<file path="src/rtl/uart_line_decoder_if.sv">
// Byte stream handshake between the UART line decoder and its consumer.
// The decoder drives data/valid. The consumer drives ready.
`timescale 1ns/1ps
interface uart_line_decoder_if;
    logic [7:0] data;
    logic       valid;
    logic       ready;

    modport master (output data, output valid, input ready);
    modport slave  (input data, input valid, output ready);
endinterface

</file>
<file path="src/rtl/uart_line_decoder.sv">
// 8N1 UART receive decoder.
// - The serial line is synchronized, framed by a counter-driven FSM and
//   mid-bit sampled.
// - Completed bytes land in a small first-word-fall-through FIFO that is read
//   over a valid/ready port.
`timescale 1ns/1ps
module uart_line_decoder #(
    parameter int unsigned FREQ_CLK   = 100000000,
    parameter int unsigned TX_SPEED   = 115200,
    parameter int unsigned FIFO_DEPTH = 4
) (
    input  logic                       i_clk,
    input  logic                       i_rst,
    input  logic                       i_line_in,
    output logic                       o_frame_error,
    output logic                       o_overflow,
    output logic                       o_busy,
    uart_line_decoder_if.master        rx
);

    localparam int unsigned BIT_CYCLES = FREQ_CLK / TX_SPEED;
    localparam int unsigned HALF       = BIT_CYCLES / 2;
    localparam int          CW         = $clog2(BIT_CYCLES);
    localparam int          PW         = (FIFO_DEPTH > 1) ? $clog2(FIFO_DEPTH) : 1;
    localparam int          NW         = $clog2(FIFO_DEPTH + 1);

    localparam logic [CW-1:0] C_HALF_M1 = CW'(HALF - 1);
    localparam logic [CW-1:0] C_BIT_M1  = CW'(BIT_CYCLES - 1);
    localparam logic [NW-1:0] C_DEPTH   = NW'(FIFO_DEPTH);
    localparam logic [PW-1:0] C_PTR_MAX = PW'(FIFO_DEPTH - 1);

    typedef enum logic [2:0] {
        S_IDLE,
        S_START,
        S_DATA,
        S_STOP,
        S_BREAK
    } state_t;

    // ------------------------------------------------------------------
    // Line synchronizer
    // ------------------------------------------------------------------
    logic r_sync1;
    logic r_sync2;
    logic w_line_s;

    // Two-flop synchronizer. Both flops reset to the idle (high) level.
    always_ff @(posedge i_clk) begin
        if (i_rst) begin
            r_sync1 <= 1'b1;
            r_sync2 <= 1'b1;
        end else begin
            r_sync1 <= i_line_in;
            r_sync2 <= r_sync1;
        end
    end

    assign w_line_s = r_sync2;

    // ------------------------------------------------------------------
    // Framing FSM
    // ------------------------------------------------------------------
    state_t         r_state;
    logic [CW-1:0]  r_cnt;
    logic [2:0]     r_bitn;
    logic [7:0]     r_shift;
    logic           r_push;
    logic [7:0]     r_push_data;
    logic           r_frame_error;
    logic           r_busy;

    // Frame recovery.
    // - The counter restarts on every state entry and on every sample.
    // - r_push hands a good byte to the FIFO one cycle after the stop sample.
    always_ff @(posedge i_clk) begin
        if (i_rst) begin
            r_state       <= S_IDLE;
            r_cnt         <= '0;
            r_bitn        <= '0;
            r_shift       <= '0;
            r_push        <= 1'b0;
            r_push_data   <= '0;
            r_frame_error <= 1'b0;
            r_busy        <= 1'b0;
        end else begin
            r_push        <= 1'b0;
            r_frame_error <= 1'b0;
            case (r_state)
                S_IDLE: begin
                    r_cnt <= '0;
                    if (!w_line_s) begin
                        r_state <= S_START;
                        r_busy  <= 1'b1;
                    end
                end
                S_START: begin
                    if (r_cnt == C_HALF_M1) begin
                        r_cnt <= '0;
                        if (w_line_s) begin
                            // Start bit did not survive to mid-bit: a glitch.
                            r_state <= S_IDLE;
                            r_busy  <= 1'b0;
                        end else begin
                            r_state <= S_DATA;
                            r_bitn  <= '0;
                        end
                    end else begin
                        r_cnt <= r_cnt + 1'b1;
                    end
                end
                S_DATA: begin
                    if (r_cnt == C_BIT_M1) begin
                        r_cnt   <= '0;
                        r_shift <= {w_line_s, r_shift[7:1]};
                        if (r_bitn == 3'd7) begin
                            r_state <= S_STOP;
                        end else begin
                            r_bitn <= r_bitn + 1'b1;
                        end
                    end else begin
                        r_cnt <= r_cnt + 1'b1;
                    end
                end
                S_STOP: begin
                    if (r_cnt == C_BIT_M1) begin
                        r_cnt <= '0;
                        if (w_line_s) begin
                            // Leave at mid-stop-bit so the next start edge is caught.
                            r_push      <= 1'b1;
                            r_push_data <= r_shift;
                            r_state     <= S_IDLE;
                            r_busy      <= 1'b0;
                        end else begin
                            r_frame_error <= 1'b1;
                            r_state       <= S_BREAK;
                        end
                    end else begin
                        r_cnt <= r_cnt + 1'b1;
                    end
                end
                S_BREAK: begin
                    r_cnt <= '0;
                    if (w_line_s) begin
                        r_state <= S_IDLE;
                        r_busy  <= 1'b0;
                    end
                end
                default: begin
                    r_state <= S_IDLE;
                    r_cnt   <= '0;
                    r_busy  <= 1'b0;
                end
            endcase
        end
    end

    // ------------------------------------------------------------------
    // FWFT byte FIFO
    // ------------------------------------------------------------------
    logic [7:0]     r_mem [FIFO_DEPTH];
    logic [PW-1:0]  r_wr_ptr;
    logic [PW-1:0]  r_rd_ptr;
    logic [NW-1:0]  r_count;
    logic [7:0]     r_data;
    logic           r_valid;
    logic           r_overflow;

    logic           w_pop;
    logic           w_full;
    logic           w_push;
    logic           w_drop;
    logic [PW-1:0]  w_rd_next;
    logic [NW-1:0]  w_count_next;

    function automatic logic [PW-1:0] f_inc(input logic [PW-1:0] p);
        return (p == C_PTR_MAX) ? '0 : p + 1'b1;
    endfunction

    // A full FIFO still takes a byte when the consumer frees a slot in the same cycle.
    assign w_pop        = r_valid & rx.ready;
    assign w_full       = (r_count == C_DEPTH);
    assign w_push       = r_push & (~w_full | w_pop);
    assign w_drop       = r_push & w_full & ~w_pop;
    assign w_rd_next    = w_pop ? f_inc(r_rd_ptr) : r_rd_ptr;
    assign w_count_next = r_count + NW'(w_push) - NW'(w_pop);

    // Storage array. No reset is needed because r_count gates visibility.
    always_ff @(posedge i_clk) begin
        if (w_push) begin
            r_mem[r_wr_ptr] <= r_push_data;
        end
    end

    // Pointer, count and registered head-of-FIFO output.
    // - A byte written into the slot that becomes the head bypasses the array.
    always_ff @(posedge i_clk) begin
        if (i_rst) begin
            r_wr_ptr   <= '0;
            r_rd_ptr   <= '0;
            r_count    <= '0;
            r_data     <= '0;
            r_valid    <= 1'b0;
            r_overflow <= 1'b0;
        end else begin
            if (w_push) begin
                r_wr_ptr <= f_inc(r_wr_ptr);
            end
            r_rd_ptr   <= w_rd_next;
            r_count    <= w_count_next;
            r_valid    <= (w_count_next != '0);
            r_overflow <= w_drop;
            r_data     <= (w_push && (r_wr_ptr == w_rd_next)) ? r_push_data
                                                              : r_mem[w_rd_next];
        end
    end

    assign rx.data       = r_data;
    assign rx.valid      = r_valid;
    assign o_frame_error = r_frame_error;
    assign o_overflow    = r_overflow;
    assign o_busy        = r_busy;

endmodule

</file>
<file path="src/flat_wrapper.sv">
// flat-port wrapper written by rule: the top's interface ports become plain ports
module uart_line_decoder_flat 
#(
    parameter int unsigned FREQ_CLK   = 100000000,
    parameter int unsigned TX_SPEED   = 115200,
    parameter int unsigned FIFO_DEPTH = 4
)
  (i_clk, i_rst, i_line_in, o_frame_error, o_overflow, o_busy, rx_data, rx_valid, rx_ready);
  uart_line_decoder_if rx_i ();
  input  logic i_clk;
  input  logic i_rst;
  input  logic i_line_in;
  output logic o_frame_error;
  output logic o_overflow;
  output logic o_busy;
  output wire logic [$bits(rx_i.data)-1:0] rx_data;
  output wire logic [$bits(rx_i.valid)-1:0] rx_valid;
  input wire logic [$bits(rx_i.ready)-1:0] rx_ready;
  assign rx_data = rx_i.data;
  assign rx_valid = rx_i.valid;
  assign rx_i.ready = rx_ready;
  uart_line_decoder #(.FREQ_CLK(FREQ_CLK), .TX_SPEED(TX_SPEED), .FIFO_DEPTH(FIFO_DEPTH)) u_core (.i_clk(i_clk), .i_rst(i_rst), .i_line_in(i_line_in), .o_frame_error(o_frame_error), .o_overflow(o_overflow), .o_busy(o_busy), .rx(rx_i));
endmodule
</file>
<file path="config.mk">
export PLATFORM = sky130hd
export DESIGN_NAME = uart_line_decoder_flat
export DESIGN_NICKNAME = d
export VERILOG_FILES = /design/src/rtl/uart_line_decoder_if.sv /design/src/rtl/uart_line_decoder.sv /design/src/flat_wrapper.sv
export SDC_FILE = /design/constraint.sdc
export NUM_CORES = 1
export LEC_CHECK = 0
export BUFFER_PORTS_ARGS = -buffer_cell sky130_fd_sc_hd__buf_2
export CAP_MARGIN = 20
export CORE_MARGIN = 8
export CORE_UTILIZATION = 55
export DETAILED_ROUTE_END_ITERATION = 10
export GPL_ROUTABILITY_DRIVEN = 0
export PLACE_DENSITY = 0.74
export SLEW_MARGIN = 30
export SYNTH_ARGS = -nofsm -noshare
export SYNTH_HDL_FRONTEND = slang
export SYNTH_SLANG_ARGS = --single-unit
</file>
<file path="constraint.sdc">
create_clock -name i_clk -period 2.14 [get_ports i_clk]
set_input_delay 0.214 -clock i_clk [delete_from_list [all_inputs] [get_ports i_clk]]
set_output_delay 0.214 -clock i_clk [all_outputs]
set_load 0.005 [all_outputs]
</file>
# Yosys cells after proc, flatten, opt, wreduce, memory -nomap -nowiden
# Memories as Yosys holds them, arrays and structs flattened. A register that Yosys moved wholly into a read port is not among the register bits.
# Cells that the tools add are included.
# Widths: inputs -> output; s select.
op_classes:
  add_sub_neg: 6
  eq_ne: 18
  mux: 29
  bitwise: 10
  n_reduce_logical: 10
op_table:
  columns: ["operator", "count"]
  rows:
  - ["$mux 3", 11]
  - ["$mux 10", 2]
  - ["$pmux 10 s2", 1]
  - ["$pmux 3 s5", 1]
  - ["$add 10x1->10 const B", 1]
  - ["$eq 10x10->1 const B", 1]
  - ["$eq 10x9->1 const B", 1]
  - ["$ne 2x1->1 const B", 5]
  - ["$eq 3x3->1 const B", 3]
  - ["$mux 1", 8]
  - ["$mux 2", 4]
  - ["$eq 3x2->1 const B", 2]
  - ["$ne 2x2->1 const B", 3]
  - ["$pmux 3 s2", 1]
  - ["$reduce_and 6->1", 1]
  - ["$not 1->1", 5]
  - ["$pmux 1 s5", 1]
  - ["$reduce_and 5->1", 1]
  - ["$add 2x1->2 const B", 2]
  - ["$and 1x1->1", 4]
  - ["$eq 2x2->1 const B", 2]
  - ["$reduce_and 4->1", 1]
  - ["$add 3x1->3", 1]
  - ["$add 3x1->3 const B", 1]
  - ["other kinds (10)", 10]
totals:
  ff_bits: 46
  mem_bits_rw: 32
  input_bits: 4
  output_inout_bits: 12
  wordCells: 89
  memories: 1
mem_list:
  columns: ["name", "depth", "word_bits", "rd", "rd_clocked_by_memory_dff", "write_ports", "line", "source"]
  rows:
  - ["u_core.r_mem", 4, 8, 1, 1, 1, "uart_line_decoder.sv:160", "logic [7:0] r_mem [FIFO_DEPTH];"]

# Longest topological paths before layout
# Gate-level depths: netlist of the first run.
logic_depth:
  depth_word: 7
  mapped_depth: 9
  mapped_depth_nobuf: 9

# Least setup slack after synthesis of the first run
# OpenSTA, ideal clock, no wires.
synth_path:
  path_kind: "flip-flop to flip-flop"
  from: "reg u_core.r_valid (netlist: u_core.rx.valid)"
  to: "reg u_core.r_valid (netlist: u_core.rx.valid)"
  setup_ns: 0.132
  t_arrival_ns: 2.015
  required_ns: 2.008
  path_slack_ns: -0.008
  stages_incl_launch_ff: 10
  path_buffers: 1
  period_less_slack_ns: 2.148
  cell_sequence: "dfxtp_1 > nand2_2 > nand4_1 > and2_1 > clkbuf_1 > ha_1 > fa_1 > xnor2_1 > xnor2_1 > a21oi_1"
synth_via:
  elab_chain_len: 6
synth_lines:
  columns: ["element", "line", "source"]
  rows:
  - ["start: declaration", "uart_line_decoder.sv:165", "logic r_valid;"]
  - ["start signal: assignment", "uart_line_decoder.sv:210", "r_valid <= (w_count_next != '0);"]
  - ["$and 1x1->1", "uart_line_decoder.sv:180", "assign w_pop = r_valid & rx.ready;"]
  - ["$or 1x1->1", "uart_line_decoder.sv:182", "assign w_push = r_push & (~w_full | w_pop);"]
  - ["$and 1x1->1", "uart_line_decoder.sv:182", null]
  - ["named net u_core.w_push", "uart_line_decoder.sv:170", "logic w_push;"]
  - ["$add 3x1->3", "uart_line_decoder.sv:185", "assign w_count_next = r_count + NW'(w_push) - NW'(w_pop);"]
  - ["$sub 3x1->3", "uart_line_decoder.sv:185", null]
  - ["$reduce_bool 3->1", "uart_line_decoder.sv:210", null]
# The timed path passes the listed nets, and every way through them passes these cells.
# A chain may end at the register's enable or synchronous reset.

# Worst setup path after layout of the first run
layout_path:
  from: "reg u_core.r_bitn[0]"
  to: "reg u_core.r_bitn[0]"
layout_via:
  elab_chain_len: 4
layout_lines:
  columns: ["element", "line", "source"]
  rows:
  - ["start: declaration", "uart_line_decoder.sv:65", "logic [2:0] r_bitn;"]
  - ["start signal: assignment", "uart_line_decoder.sv:118", "r_bitn <= r_bitn + 1'b1;"]
  - ["$add 3x1->3", "uart_line_decoder.sv:118", null]
  - ["$mux 3", "uart_line_decoder.sv:115", "if (r_bitn == 3'd7) begin"]
  - ["$mux 3", "uart_line_decoder.sv:112", "if (r_cnt == C_BIT_M1) begin"]
  - ["$pmux 3 s2", "uart_line_decoder.sv:88", "case (r_state)"]
# Several ways; a longest one is shown, not always the timed one. The select of a mux whose other input is x is not followed.

==> qor.yml, run 1 <==
ir_worst_vdd_mv: 0.532
synthFlopType: "dfxtp_1"
drt-initial-drc-count: 61
cp_data_required_time_ps: 2410
post-route-min-period_ps: 2060
io_buffer_count: 15
vias: 2303
power.density_nw_per_um2: 943
crit_fanout: 3
ys_types: 54
yosysSeqAreaShare: 0.563
maxCapViolCount: 0
ys_ff_latch: 86
postLayoutCoreUtil: 0.643
cts_buffers: 9
clk_latency_ps: 350
cp.arrival_ps: 2330
cts_root_buf: "clkbuf_8"
end_kind: "flop"
area_growth_pct: 12.6
syn_area_per_cell_um2: 11.9
initial_core_util: 0.571
grt.total_usage: 0.127
postCtsHoldBufs: 0
row_count: 29
grt_max_degree: 21
first_global_vias: 2195
cts_tree: "yes"
yosys_warnings: 0
die-width_um: 97.2
critPathLaunchType: "flop"
hp-class: "in -> reg"
fmax_mhz: 485
stdcell_area_um2: 4080
viasPerCell: 5.56
cts.sinks: 86
fillers: 494
place_area_um2: 3830
boundaryPins: 16
dieArea_um2: 9440
whs_ps: 49.9
drt-pass1-iter-count: 4
drive_gt1_frac: 0.187
wl_per_cell_um: 14.5
synth-edff-count: 32
leakage_uw: 0.00153
clk_pin_slew_ps: 90
gr-total-overflow: 0
totalWireLength_mm: 5.98
n_antenna_cell: 0
synth_nets: 321
clockBufferDepth: 2
path_class: "reg -> reg"
die_h_um: 97.2
grt_antenna_before_repair: 0
tightest_slew_ps: 501
htree_levels: 3
slew_viol_final: 0
async_flop_share: 0
dp_hpwl_mm: 4.09
fin_worst_skew_ps: 10.6
syn_area_um2: 3620
outcome: "complete, no violations"
drc_errors: 0
grt_pass1_wl_mm: 10.0
ant_nets: 0
syn_inst: 305
setup_violations: 0
fp.coreArea_um2: 6350
relSlewSlack: 0.665
period_share: 0.963
grt_setup_unrepaired: "yes"
fin_nets: 348
finalHoldViolCount: 0
layer usage:
| layer | up-vias | part of all wire | wire (µm) | track usage |
|---|---|---|---|---|
| met2 | 35 | 0.48 | 2880 | 0.215 |
| met3 | 6 | 0.033 | 200 | 0.0270 |
| li1 | 1152 | - | - | - |
| met1 | 1110 | 0.47 | 2840 | 0.150 |
| met4 | 0 | 0.011 | 63 | 0.0580 |
| met5 | - | 0 | 0 | 0 |
cells in the final DEF (no fill, tap or decap), drive strengths merged, types with 3 or more instances in the layout:
cell type / n
or3b: 3
nor3: 5
buf: 28
nor2: 33
a22o: 8
mux4: 8
inv: 17
ha: 11
nand2b: 3
nand3: 13
dfxtp: 54
clkbuf: 9
xnor2: 10
and3: 6
mux2i: 11
and2: 3
edfxtp: 32
o21ai: 4
nor3b: 4
a21oi: 20
nor2b: 4
nand2: 21
nand4b: 3
state kept, by name (all words and copies together), names as in the netlist:
register / count
u_core.rx.valid: 1
u_core.rx.data: 8
u_core.o_frame_error: 1
u_core.r_count: 3
u_core.r_sync2: 1
u_core.r_shift: 8
u_core.r_cnt: 10
u_core.r_rd_ptr: 2
u_core.r_bitn: 3
u_core.r_push_data: 8
u_core.r_mem: 32
u_core.r_wr_ptr: 2
u_core.o_busy: 1
u_core.o_overflow: 1
u_core.r_state: 3
u_core.r_sync1: 1
u_core.r_push: 1
worst paths after layout:
check | slack [ps] | start | cells after the start | end
worst max register to register | 80 | u_core.r_bitn[0] | 7 | u_core.r_bitn[0]
worst max-delay path | 80 | u_core.r_bitn[0] | 7 | u_core.r_bitn[0]
worst min-delay path | 50 | i_line_in | 2 | u_core.r_sync1
worst min register to register | 410 | u_core.r_sync1 | 1 | u_core.r_sync2
power breakdown:
group	internal, µW	switching [µW]
combinational	373	371
sequential	1770	63.0
clock	675	599
layout make-up:
class | count | area, µm² | share of cell area
timing repair buffer | 28 | 185 | 0.0454
clock inverter | 7 | 101 | 0.0248
multi-input combinational | 194 | 1480 | 0.363
clock buffer | 9 | 124 | 0.0304
tap | 77 | 96.3 | 0.0236
sequential | 86 | 2040 | 0.501
inverter | 13 | 48.8 | 0.0120
critical path, stage by stage, from the launching register on:
cell and delay (ps):
dfxtp_2 340, ha_2 170, ha_2 160, or3b_1 360, a211oi_2 260, nand3_2 130
or4_1 420, a21oi_1 150
what timing repair did:
item / in CTS / in global routing
setup endpoints to repair: 0 / 1
setup buffers: 0 / 2
gates resized for setup: 0 / 3
cells by family (layout without fill, tap and decap cells):
family                     count (synthesis)  count (layout)  synth area share
DFF                                       86              86             0.563
and+or+nand+nor                          107             107             0.158
muxes                                     20              20            0.0942
xor gates and xnor gates                  12              12            0.0290
adders and majority gates                 12              12            0.0435
AOI/OAI and AO/OA                         43              43            0.0825
buffers and inverters                     25              57            0.0293
through the flow:
stage	setup TNS, ps	instances	worst slack (ps)	total power (µW)
floorplan	0	305	3.97	2400
global placement	0	396	90.1	2600
detailed placement	0	396	31.2	2610
CTS	0	412	8.36	3890
global route	-8.00	414	-8.00	4030
finish	0	414	78.7	3850
Yosys cell counts, types with 3 or more instances:
master / n / share of area
mux4_2: 4 / 0.025
nand2_1: 20 / 0.021
clkbuf_1: 9 / 0.0093
nand2b_1: 3 / 0.0052
edfxtp_1: 32 / 0.27
a22o_1: 8 / 0.019
xnor2_1: 10 / 0.024
inv_1: 13 / 0.013
mux2i_1: 9 / 0.025
nand4b_1: 3 / 0.0073
ha_1: 11 / 0.038
nor3b_1: 4 / 0.0083
dfxtp_1: 54 / 0.30
nor3_1: 4 / 0.0055
nand3_1: 12 / 0.017
nor2b_1: 4 / 0.0069
nor2_1: 33 / 0.034
and3_1: 6 / 0.010
and2_1: 3 / 0.0052
mux4_1: 4 / 0.029
a21oi_1: 20 / 0.028
Note: power is estimated with default switching activity, not from simulation.
==> run 2, diff against run 1 <==
- PLACE_DENSITY: 0.74 -> not set
- PLACE_DENSITY_LB_ADDON: not set -> 0.2
- SLEW_MARGIN: 30 -> not set
==> run 2 against run 1 <==
Compared with the run above:
- clock skew down 2.6 ps
- via count down 2.0%
- hold slack better by 1.6 ps
- sequential power about the same
- worst setup slack worse by 68 ps
- critical path type unchanged
==> qor.yml, run 2 (synthesis gave the netlist of run 1 again) <==
setup_violations: 0
dp_hpwl_mm: 4.23
hp-class: "in -> reg"
fp.coreArea_um2: 6350
clockBufferDepth: 2
reg2reg_slack_ps: 10
fmax_mhz: 470
ant_nets: 0
path_class: "reg -> reg"
finalHoldViolCount: 0
viasPerCell: 5.43
area_growth_pct: 13.2
cp_data_required_time_ps: 2420
io_buffer_count: 15
fin_worst_skew_ps: 8.09
maxCapViolCount: 0
relSlewSlack: 0.642
hp-start: "i_line_in"
cp_cell_sequence: "ha_2 > ha_2 > or3b_4 > a211oi_4 > nand3_2 > or4_4 > a21oi_2"
die_h_um: 97.2
stdcell_area_um2: 4100
slew_viol_final: 0
cts.sinks: 86
rr_endpoint: "u_core.r_bitn[0]"
initial_core_util: 0.571
fin_nets: 350
min_to: "u_core.r_sync1"
post-route-min-period_ps: 2130
postCtsHoldBufs: 0
tightest_slew_ps: 537
grt_max_degree: 21
drive_gt1_frac: 0.204
cp.arrival_ps: 2410
row_count: 29
gr-total-overflow: 0
largest_reg_flops: 32
most-common-layout-cells: "dfxtp_1, nor2_1, edfxtp_1, nand2_1, a21oi_1"
drt-pass1-iter-count: 5
period_share: 0.995
slowest_delay_ps: 440
postLayoutCoreUtil: 0.646
clk_latency_ps: 340
outcome: "complete, no violations"
leakage_uw: 0.00153
boundaryPins: 16
n_antenna_cell: 0
layout_commonest_cell: "dfxtp_1"
htree_levels: 3
reg.largest.list: "u_core.r_mem (32), u_core.r_cnt (10)"
crit_fanout: 3
seq_area_um2: 2040
grt_antenna_before_repair: 0
first_global_vias: 2213
dieArea_um2: 9440
grt.total_usage: 0.132
place_area_um2: 3860
critPathSlowestCell: "or4_4"
die-width_um: 97.2
ir_worst_vdd_mv: 0.566
fillers: 498
cpMostUsedCell: "ha_2"
end_kind: "flop"
largest-register: "u_core.r_mem"
drc_errors: 0
grt_pass1_wl_mm: 10.4
vias: 2258
critPathLaunchType: "flop"
cts_buffers: 9
reg2reg_depth: 7
power.density_nw_per_um2: 920
hold-path-cell-count: 2
clk_pin_slew_ps: 90
r2r-start: "u_core.r_bitn[0]"
cts_tree: "yes"
wl_per_cell_um: 14.5
multi_input_area_um2: 1500
drt-initial-drc-count: 88
totalWireLength_mm: 6.03
cts_root_buf: "clkbuf_8"
run 2: worst max-delay path by stage:
stage,cells past startpoint,start,endpoint,slack (ps)
finish,7,u_core.r_bitn[0],u_core.r_bitn[0],10
global route,7,u_core.r_bitn[0],u_core.r_bitn[0],-40
CTS,7,u_core.r_bitn[0],u_core.r_bitn[0],1
detailed placement,7,u_core.r_bitn[0],u_core.r_bitn[0],-20
global placement,7,u_core.r_bitn[0],u_core.r_bitn[0],80
floorplan,9,u_core.rx.valid,u_core.rx.valid,4
run 2: metal layers:
metal | GRT usage | vias up | wire length, µm | share of wire
li1 | - | 1153 | - | -
met4 | 0.0663 | 0 | 74 | 0.012
met2 | 0.218 | 32 | 2930 | 0.49
met3 | 0.0341 | 8 | 194 | 0.032
met5 | 0 | - | 0 | 0
met1 | 0.155 | 1065 | 2830 | 0.47
run 2: timing repair:
action / in CTS / in global routing
resized for setup: 0 / 7
pin swaps: 2 / 2
setup endpoints to repair: 1 / 1
setup buffers: 0 / 1
run 2: worst max-delay path: cells and delay by family, from the launching register on:
kind,cells,cell delay [ps]
compound gates,2,430
simple gates,3,930
flops,1,340
fa+ha+maj,2,340
run 2: report_power, final:
group	internal [µW]	total (µW)	switching, µW
Combinational	389	774	385
Sequential	1770	1820	57.8
Clock	565	1180	610
Total	2720	3770	1050
run 2: area by class of cell:
| type | instances | area share |
|---|---|---|
| Clock buffer | 9 | 0.0302 |
| Clock inverter | 7 | 0.0220 |
| Inverter | 13 | 0.0119 |
| Multi-Input combinational cell | 194 | 0.365 |
| Sequential cell | 86 | 0.498 |
| Tap cell | 77 | 0.0235 |
| Timing Repair Buffer | 30 | 0.0488 |
run 2: through the flow:
| step | std cells | power [µW] | TNS, ps | setup slack [ps] | hold WS [ps] |
|---|---|---|---|---|---|
| after floorplan | 305 | 2400 | 0 | 3.97 | 318 |
| after global placement | 399 | 2620 | 0 | 76.2 | 391 |
| after detailed placement | 399 | 2620 | -16.8 | -16.8 | 400 |
| after CTS | 415 | 3800 | 0 | 1.30 | 29.3 |
| after global routing | 416 | 3980 | -38.6 | -38.6 | 41.1 |
| final | 416 | 3770 | 0 | 11.2 | 51.4 |
==> run 3, diff against run 2 <==
- BUFFER_PORTS_ARGS: -buffer_cell sky130_fd_sc_hd__buf_2 -> not set
- CORE_UTILIZATION: 55 -> 56
- DONT_BUFFER_PORTS: not set -> 1
==> run 3 against run 2 <==
Compared with the run above:
- the flow now finishes with violations (negative hold slack)
- sequential power is essentially flat
- design area is 0.15% higher
- clock power is 8% higher
- power grew 1.7%
- clock skew is 1.9 ps lower
- core utilization increased by 0.47 points
- die area down 1.5%
- final cell count is 1.9% lower
- clock-buffer cell count did not move
- register-to-register slack gained 40 ps
- critical path depth did not move
- hold slack got worse by 140 ps
- largest cell class unchanged
- largest power group unchanged
- highest routed layer unchanged
==> qor.yml, run 3 (synthesis gave the netlist of run 1 again) <==
critPathLaunchType: "flop"
dp_slack_ps: 29.1
fmax_mhz: 478
viasPerCell: 5.63
post-route-min-period_ps: 2090
end_kind: "flop"
grt_pass1_wl_mm: 10.3
layout_commonest_cell: "dfxtp_1"
relSlewSlack: 0.673
row_count: 29
slowest_delay_ps: 410
post_cts_buffers: 0
cp.arrival_ps: 2390
drt-pass1-iter-count: 4
hp-class: "in -> reg"
die_h_um: 96.5
leakage_uw: 0.00151
drive_gt1_frac: 0.139
vias: 2295
fin_worst_skew_ps: 6.14
power_uw: 3840
tightest_slew_ps: 489
violations: "negative hold slack"
dp.cells: 382
stdcell_count: 408
period_share: 0.978
fp.coreArea_um2: 6310
most-common-layout-cells: "dfxtp_1, nor2_1, edfxtp_1, nand2_1, a21oi_1"
grt.total_usage: 0.145
wl_per_cell_um: 15.1
n_antenna_cell: 0
cts.sinks: 86
critPathSlowestCell: "or4_1"
whs_ps: -83.7
grt_antenna_before_repair: 0
crit_fanout: 3
reg.largest.list: "u_core.r_mem (32), u_core.r_cnt (10)"
cts_buffers: 9
cts_tree: "yes"
grt_setup_unrepaired: "yes"
reg2reg_depth: 7
outcome: "complete, but fails checks"
clk_latency_ps: 360
place_area_um2: 3770
finalHoldViolCount: 22
ir_worst_vdd_mv: 0.600
gr-total-overflow: 0
cpMostUsedCell: "ha_1"
first_global_vias: 2227
setup_slack_ps: 47.8
dieArea_um2: 9300
postCtsHoldBufs: 10
dp_hpwl_mm: 4.24
grt_max_degree: 37
ant_nets: 0
io_buffer_count: 0
htree_levels: 3
power.density_nw_per_um2: 935
drt-initial-drc-count: 98
stdcell_area_um2: 4110
cp_cell_sequence: "ha_1 > ha_1 > or3b_1 > a211oi_2 > nand3_2 > or4_1 > a21oi_1"
cts_root_buf: "clkbuf_8"
setup_violations: 0
largest_reg_flops: 32
slew_viol_final: 0
cp_data_required_time_ps: 2430
fin_nets: 342
boundaryPins: 16
path_class: "reg -> reg"
initial_core_util: 0.574
hold-path-cell-count: 1
largest-register: "u_core.r_mem"
maxCapViolCount: 0
clk_pin_slew_ps: 90
area_growth_pct: 13.3
totalWireLength_mm: 6.15
die-width_um: 96.5
drc_errors: 0
clockBufferDepth: 2
[run 3: what timing repair did]
| item | in CTS | in global routing |
|---|---|---|
| endpoints found under the hold margin | 31 | 22 |
| resized for setup | 0 | 1 |
| setup endpoints to repair | 0 | 3 |
[run 3: worst max-delay path: cells and delay by family, from the launching register on]
family / cells / cell delay, ps
AND/OR/NAND/NOR: 3 / 890
adder cells (fa/ha/maj): 2 / 380
flip-flops: 1 / 340
AO/OA/AOI/OAI: 2 / 430
[run 3: layout make-up]
cell class | count | area, µm²
multi-input combinational | 194 | 1490
clock inverter | 7 | 101
clock buffer | 9 | 124
tap | 77 | 96.3
timing repair buffer | 22 | 203
sequential | 86 | 2040
inverter | 13 | 48.8
fill | 496 | 2210
[run 3: report_power, final]
part	total [µW]	leakage [µW]	switching [µW]	internal, µW
clock network	1280	0.000107	610	669
logic	718	0.000665	349	369
registers	1840	0.000735	74.8	1770
total	3840	0.00151	1030	2810
[run 3: path summary, 6_finish.rpt]
kind | from | to | slack (ps)
max | u_core.r_bitn[0] | u_core.r_bitn[0] | 50
min | i_rst | u_core.r_bitn[0] | -80
max reg2reg | u_core.r_bitn[0] | u_core.r_bitn[0] | 50
min reg2reg | u_core.r_bitn[2] | u_core.r_bitn[2] | 460
[run 3: per-layer routing]
layer	routed length, µm	track usage	share of wire
met4	137	0.0832	0.022
met2	3020	0.246	0.49
met5	0	0	0
met1	2800	0.168	0.46
met3	191	0.0294	0.031
[run 3: stage by stage]
step | TNS, ps | utilization
4_1_cts | 0 | 0.648
3_5_place_dp | 0 | 0.597
3_3_place_gp | 0 | 0.597
5_1_grt | -42.9 | 0.651
2_1_floorplan | 0 | -
6_report | 0 | 0.651
